<file path="src/rtl/rv32i_pkg.sv">
// Shared types and constants for the rv32i_pipeline front end.
// Provides the NOP encoding, the default reset PC and the IF/ID payload struct.
package rv32i_pkg;

  localparam logic [31:0] NOP_INSTR        = 32'h0000_0013;
  localparam logic [31:0] DEFAULT_RESET_PC = 32'h0000_0000;

  typedef struct packed {
    logic        valid;
    logic        misaligned;
    logic [31:0] pc;
    logic [31:0] pc4;
    logic [31:0] instr;
  } if_id_t;

endpackage

</file>
<file path="src/rtl/rv32i_if_skid.sv">
// One-entry skid buffer holding the fetch response that lands while decode stalls.
// Flush has priority over capture, capture over drain.
module rv32i_if_skid
  import rv32i_pkg::*;
(
  input  logic   clk,
  input  logic   rst,
  input  logic   flush,
  input  logic   capture,
  input  logic   drain,
  input  if_id_t entry,
  output if_id_t held
);

  // NOTE: sequential state uses non-blocking assignments so every flop samples pre-edge values.
  always_ff @(posedge clk or posedge rst) begin
    if (rst) begin
      held <= '0;
    end else if (flush) begin
      held.valid <= 1'b0;
    end else if (capture) begin
      held <= entry;
    end else if (drain) begin
      held.valid <= 1'b0;
    end
  end

endmodule

</file>
<file path="src/rtl/rv32i_if_stage.sv">
// Instruction-fetch stage: PC, synchronous imem request, skid-protected IF/ID register.
// Optional IF_MISALIGN_CHECK_EN halts fetch on a misaligned redirect and emits one flagged NOP.
module rv32i_if_stage
  import rv32i_pkg::*;
#(
  parameter int          DEPTH_WORDS = 2048,
  parameter logic [31:0] RESET_PC    = DEFAULT_RESET_PC,
  localparam int         AW          = $clog2(DEPTH_WORDS)
) (
  input  logic          clk,
  input  logic          rst,
  output logic          imem_en,
  output logic [AW-1:0] imem_addr,
  input  logic [31:0]   imem_rdata,
  input  logic          stall,
  input  logic          redirect_valid,
  input  logic [31:0]   redirect_pc,
  output logic          if_id_valid,
  output logic [31:0]   if_id_pc,
  output logic [31:0]   if_id_pc4,
  output logic [31:0]   if_id_instr,
  output logic          if_id_misaligned
);

  logic [31:0] pc_q;
  logic [31:0] f2_pc;
  logic [31:0] redirect_target;
  logic        f2_valid;
  logic        f2_mis;
  logic        halt;
  logic        mis_pending;
  logic        redirect_mis;
  logic        issue;
  if_id_t      f2_entry;
  if_id_t      skid_q;
  if_id_t      if_id_q;

`ifdef IF_MISALIGN_CHECK_EN
  assign redirect_mis     = (redirect_pc[1:0] != 2'b00);
  assign redirect_target  = redirect_pc;
  assign if_id_misaligned = if_id_q.misaligned;
`else
  logic unused_bits;
  assign redirect_mis     = 1'b0;
  assign redirect_target  = {redirect_pc[31:2], 2'b00};
  assign if_id_misaligned = 1'b0;
  assign unused_bits      = ^{redirect_pc[1:0], if_id_q.misaligned};
`endif

  assign issue     = !stall && !redirect_valid && !halt;
  assign imem_en   = !rst && issue;
  assign imem_addr = pc_q[AW+1:2];

  // A misaligned slot never reads memory; it carries a NOP down the pipe instead.
  assign f2_entry = '{valid:      f2_valid,
                      misaligned: f2_mis,
                      pc:         f2_pc,
                      pc4:        f2_pc + 32'd4,
                      instr:      f2_mis ? NOP_INSTR : imem_rdata};

  always_ff @(posedge clk or posedge rst) begin
    if (rst) begin
      pc_q        <= RESET_PC;
      f2_pc       <= RESET_PC;
      f2_valid    <= 1'b0;
      f2_mis      <= 1'b0;
      halt        <= 1'b0;
      mis_pending <= 1'b0;
    end else if (redirect_valid) begin
      pc_q        <= redirect_target;
      f2_valid    <= 1'b0;
      f2_mis      <= 1'b0;
      halt        <= redirect_mis;
      mis_pending <= redirect_mis;
    end else if (stall) begin
      f2_valid <= 1'b0;
      f2_mis   <= 1'b0;
    end else if (issue) begin
      pc_q     <= pc_q + 32'd4;
      f2_pc    <= pc_q;
      f2_valid <= 1'b1;
      f2_mis   <= 1'b0;
    end else if (mis_pending) begin
      f2_pc       <= pc_q;
      f2_valid    <= 1'b1;
      f2_mis      <= 1'b1;
      mis_pending <= 1'b0;
    end else begin
      f2_valid <= 1'b0;
      f2_mis   <= 1'b0;
    end
  end

  rv32i_if_skid u_skid (
    .clk     (clk),
    .rst     (rst),
    .flush   (redirect_valid),
    .capture (stall && f2_valid),
    .drain   (!stall),
    .entry   (f2_entry),
    .held    (skid_q)
  );

  // The skid entry is always older than whatever is in flight, so it drains first.
  always_ff @(posedge clk or posedge rst) begin
    if (rst) begin
      if_id_q <= '0;
    end else if (redirect_valid) begin
      if_id_q.valid      <= 1'b0;
      if_id_q.misaligned <= 1'b0;
    end else if (!stall) begin
      if_id_q <= skid_q.valid ? skid_q : f2_entry;
    end
  end

  assign if_id_valid = if_id_q.valid;
  assign if_id_pc    = if_id_q.pc;
  assign if_id_pc4   = if_id_q.pc4;
  assign if_id_instr = if_id_q.instr;

endmodule
</file>
<file path="config.mk">
export PLATFORM = sky130hd
export DESIGN_NAME = rv32i_if_stage
export DESIGN_NICKNAME = d
export VERILOG_FILES = /design/src/rtl/rv32i_pkg.sv /design/src/rtl/rv32i_if_skid.sv /design/src/rtl/rv32i_if_stage.sv
export SDC_FILE = /design/constraint.sdc
export NUM_CORES = 1
export LEC_CHECK = 0
export BUFFER_PORTS_ARGS = -buffer_cell sky130_fd_sc_hd__clkbuf_2
export CORE_AREA = 3 3 182 184
export DETAILED_ROUTE_END_ITERATION = 8
export DIE_AREA = 0 0 185 187
export GPL_TIMING_DRIVEN = 0
export HOLD_SLACK_MARGIN = 0.12
export SLEW_MARGIN = 10
export SYNTH_ARGS = -nofsm -noshare
export SYNTH_HDL_FRONTEND = slang
export SYNTH_SLANG_ARGS = --single-unit
</file>
<file path="constraint.sdc">
create_clock -name clk -period 11.3 [get_ports clk]
set_input_delay 0.565 -clock clk [delete_from_list [all_inputs] [get_ports clk]]
set_output_delay 0.565 -clock clk [all_outputs]
set_load 0.005 [all_outputs]
</file>
* Word level (Yosys, flattened, before mapping)
Index checks and enable logic that the tools add are counted.
Storage, ports and cells: logic and storage cells 56, memory bits (read-only) 0, register bits after elaboration 262, bits in latches 0, output and inout bits 110, memories kept 0, input bits 68, memory bits (writable) 0
Operators by class: mux-type cells 22, bitwise operators 2, order comparisons 0, shift operators 0, div/mod/pow operators 0, multiply operators 0, eq/ne operators 3, add/sub/neg operators 2, reductions and logical operators 13
Operators with widths (count):
- two-way mux 98 bit | 2
- two-way mux 32 bit | 6
- adder 32 x 3 -> 32 bit (second input constant) | 2
- two-way mux 1 bit | 13
- AND reduction 2 bit | 4
- nonzero test 2 bit | 2
- logical AND 1 bit | 3
- logical NOT 1 bit | 3
- inequality test 3 x 1 -> 1 bit (second input constant) | 1
- AND reduction 3 bit | 1
- two-way mux 2 bit | 1
- inequality test 2 x 1 -> 1 bit (second input constant) | 1
- inequality test 2 bit (second input constant) | 1
- inverter 1 bit | 2

* Logic depth before layout (Yosys ltp)
depth after elaboration 5, mapped depth 8, depth with buffers taken out 6

* Cells and area by module
A second synthesis with hierarchy kept.
Second synthesis, totals: cells, all modules 1060, area, all modules 11657.4 µm²
By module, submodules not included:
- rv32i_if_stage | sequential area each 3953.8 µm², cells an instance 850, area each 7927.6 µm², times used 1
- rv32i_if_skid | sequential area each 2452.4 µm², cells an instance 210, area each 3729.8 µm², times used 1

* Worst setup path before layout
OpenSTA, ideal clock, no wires.
path type input-to-output, start input redirect_valid, end output imem_en, stages 6, buffers on the path 4, slack 8.922 ns, arrival 1.813 ns, data required time 10.735 ns, path through clkbuf_1 -> or2_2 -> clkbuf_1 -> clkbuf_1 -> clkbuf_1 -> nor2_1
On the way: cells in the longest elaborated chain, start to end 3
RTL lines:
- start, declared | line rv32i_if_stage.sv:16 | input logic redirect_valid,
- logical NOT 1 bit | line rv32i_if_stage.sv:50 | assign issue = !stall && !redirect_valid && !halt;
- logical AND 1 bit | line rv32i_if_stage.sv:50
- logical AND 1 bit | line rv32i_if_stage.sv:51 | assign imem_en = !rst && issue;
- end, declared | line rv32i_if_stage.sv:12 | output logic imem_en,
Every way passes these cells.

* Final worst setup path
Ends and elaborated chain as after synthesis.

==> results.sh <==
export IMPL_timing_final_ws_setup_ns=7.98
export IMPL_yosysTopAreaCell="dfrtp_1"
export IMPL_max_slew_margin=0.253
export IMPL_io_buffers=169
export IMPL_crit_required_ns=10.74
export IMPL_nets=1348
export IMPL_finalCritPeriodShare=0.294
export IMPL_top_layer_used="met4"
export IMPL_crit_fanout=10
export IMPL_grt_usage=0.165
export IMPL_die_x_um=185
export IMPL_totalWireLength_mm=29.2
export IMPL_min_from="redirect_pc[3]"
export IMPL_htreeDepth=1
export IMPL_r2r_end="if_id_pc4[23]$_DFFE_PP0P_"
export IMPL_row_count=65
export IMPL_overflow=0
export IMPL_regArea_mm2=0.00618
export IMPL_cts_path_max_buffers=3
export IMPL_ys_top_cells_by_area="dfrtp_1, nand2_1, mux2_2"
export IMPL_run_status="completed"
export IMPL_p_leak_nw=6.10
export IMPL_grt_pass1_vias=8289
export IMPL_maxCapViolations=0
export IMPL_fin_cells=1698
export IMPL_synth_top_area_frac=0.559
export IMPL_postCtsSetupBuffers=0
export IMPL_dp_hpwl_mm=21.2
export IMPL_drc=0
export IMPL_multiInputGateArea_mm2=0.00447
export IMPL_tns_ns=0
export IMPL_crit_type="primary input to output pin"
export IMPL_fill_cells=3112
export IMPL_antenna_found_initial=0
export IMPL_start_util=0.350
export IMPL_synth_warnings=0
export IMPL_rr_startpoint="f2_pc[2]$_DFFE_PP0P_"
export IMPL_hold_slack_ns=0.247
export IMPL_ys_flop_type="dfrtp_1"
export IMPL_synth_cell_types=39
export IMPL_preCtsSetupSlack_ns=7.93
export IMPL_dieArea_mm2=0.0346
export IMPL_switching_share=0.276
export IMPL_dr_wl_met3_mm=1.60
export IMPL_cts_resized=0
export IMPL_clk_latency_ns=0.53
export IMPL_hold_viol=0
export IMPL_grt_first_pass_wirelength_mm=46.1
export IMPL_p_comb_frac=0.156
export IMPL_area_growth_pct=20.7
export IMPL_ant_nets=0
export IMPL_core_area_mm2=0.0316
export IMPL_slowest_stage="clkbuf_1"
export IMPL_wl_met2_mm=13.1
export IMPL_cts_buffers=27
export IMPL_crit_family="buffers and inverters"
export IMPL_p_seq_frac=0.486
export IMPL_synth_seq_cells=247
export IMPL_clkSlewWorstSetupHoldPaths_ns=0.06
export IMPL_worstSetupStartpointType="primary input"
export IMPL_powerDensity_mw_per_mm2=177
export IMPL_cts_tree="yes"
export IMPL_synthCells=1073
export IMPL_clock_sinks=247
export IMPL_synth_common_cells="dfrtp_1, nand2_1, o21ai_0"
export IMPL_viasPerCell=4.94
export IMPL_pin_count=178
export IMPL_p_clk_frac=0.358
export IMPL_drtIter0Drc=338
export IMPL_path_buf_inv=5
export IMPL_synth_edf_count=0
export IMPL_p_int_w=0.00171
export IMPL_arrival_ns=2.75
export IMPL_switching_power_w=0.000653
export IMPL_setup_viol=0
export IMPL_async_flop_share=1.00
export IMPL_num_vias=8392
export IMPL_ctsRootBufferMaster="clkbuf_16"
export IMPL_yosysMostFrequentCell="dfrtp_1"
export IMPL_cp_common_cell="clkbuf_1"
export IMPL_layout_drive_gt1_share=0.238
export IMPL_drv_slew=0
export IMPL_min_path_type="primary input to register"
export IMPL_syn_avg_cell_area_um2=10.3
export IMPL_m1WireLength_mm=14.0
export IMPL_r2r_cells=5
export IMPL_fmax_mhz=301
export IMPL_synth_area_mm2=0.0111
export IMPL_timing_reg2reg_setup_slack_ns=8.69
export IMPL_crit_chain="clkbuf_1 > or2_2 > clkbuf_1 > clkbuf_1 > clkbuf_1 > nor2_1 > clkbuf_2"
export IMPL_end_kind="output pin"
export IMPL_slowest_delay_ns=0.56
export IMPL_ys_seq_area_frac=0.559
export IMPL_startpoint="redirect_valid"
export IMPL_holdPathEnd="pc_q[3]$_DFFE_PP0P_"
export IMPL_place_inst=1650
export IMPL_fin_crit_ns=3.32
export IMPL_rsz0062_at_grt="no"
export IMPL_fin_skew_ns=0.00807
export IMPL_p_total_w=0.00237
export IMPL_routedWlPerCell_um=17.2
export IMPL_worst_pin_slew_ns=1.11
export IMPL_min_delay_path_depth=3
export IMPL_dieHeight_um=187
export IMPL_grt_max_degree=114
export IMPL_vdd_ir_drop_max_v=0.000108
export IMPL_place_gp_congestion=0.813
export IMPL_dr_pass1_iters=4
export IMPL_antenna_cells=0
worst max path at each step:
| stage | endpoint | slack, ns | depth (start not counted) |
|---|---|---|---|
| floorplan | f2_pc[10]$_DFFE_PP0P_ | 3.95 | 1 |
| global placement | if_id_instr[20]$_DFFE_PP0P_ | 1.06 | 2 |
| detailed placement | imem_en | 7.93 | 7 |
| CTS | imem_en | 7.93 | 7 |
| global route | imem_en | 7.77 | 7 |
| finish | imem_en | 7.98 | 7 |
metrics by stage:
stage / instance area (um2) / util
after floorplan: 11100 / -
after global placement: 12400 / 0.393
after detailed placement: 12500 / 0.395
after CTS: 13300 / 0.422
after global routing: 13300 / 0.423
final: 13300 / 0.423
worst reg2reg max path: stages, from the launching register on:
cell and delay, ns:
dfrtp_1 0.53, nand4_1 0.22, nor4_1 0.94, a21boi_0 0.35, nor3_1 0.31, o21ai_0 0.13
cell type report:
type,instances,share of cell area
Buffer,88,0.0298
Tap cell,402,0.0377
Timing Repair Buffer,172,0.0683
Inverter,7,0.00253
Multi-Input combinational cell,735,0.335
Sequential cell,247,0.463
Clock buffer,40,0.0588
Clock inverter,7,0.00450
what timing repair did:
item / 4_1_cts / 5_1_grt
hold buffers: 1 / 0
endpoints found under the setup margin: 0 / 0
endpoints found under the hold margin: 2 / 0
cell families (layout without fill, tap and decap cells):
group,Yosys count,count (layout),share of synthesized area
compound gates,181,181,0.0839
xor+xnor,55,55,0.0436
fa+ha+maj,2,2,0.00226
buf+inv,95,314,0.0384
flops,247,247,0.559
mux,130,130,0.125
other cells,1,5,0.000339
simple gates,362,362,0.147
routing by layer:
layer | global-route usage | vias to the layer above
met3 | 0.0272 | 32
met5 | 0 | -
met4 | 0.0289 | 0
met1 | 0.241 | 4088
met2 | 0.261 | 219
li1 | - | 4053
power by group through the flow:
stage / combinational, W / sequential [W] / clock [W]
floorplan: 0.000223 / 0.00114 / 0
global placement: 0.000364 / 0.00116 / 0
detailed placement: 0.000375 / 0.00117 / 0
CTS: 0.000377 / 0.00115 / 0.000865
global route: 0.000421 / 0.00117 / 0.000906
finish: 0.000369 / 0.00115 / 0.000847
placed cells by master, fill, tap and decap left out, types with 3 or more instances in the layout:
cell type	count
clkbuf_8	6
clkbuf_16	27
a21oi_1	25
nand4_1	21
nor3b_1	3
nor4_2	3
xor2_1	38
mux2_2	66
nor2_1	35
and3_1	15
nand2_1	231
buf_1	5
inv_1	6
nor3_1	6
mux2i_1	64
conb_1	5
nand3_1	24
clkbuf_1	68
xnor2_1	17
and4_1	4
o21ai_0	140
buf_2	3
nor4_1	5
o22ai_1	12
buf_4	16
dfrtp_1	247
clkbuf_2	172
or2_2	3
clkinv_2	6
registers in the layout, summed over array words and instances (netlist names):
signal and flops:
if_id_valid 1, if_id_instr 32, f2_pc 30, f2_valid 1, if_id_pc4 30, pc_q 30, if_id_pc 30, u_skid.held 93
(Power assumes the default switching activity.)
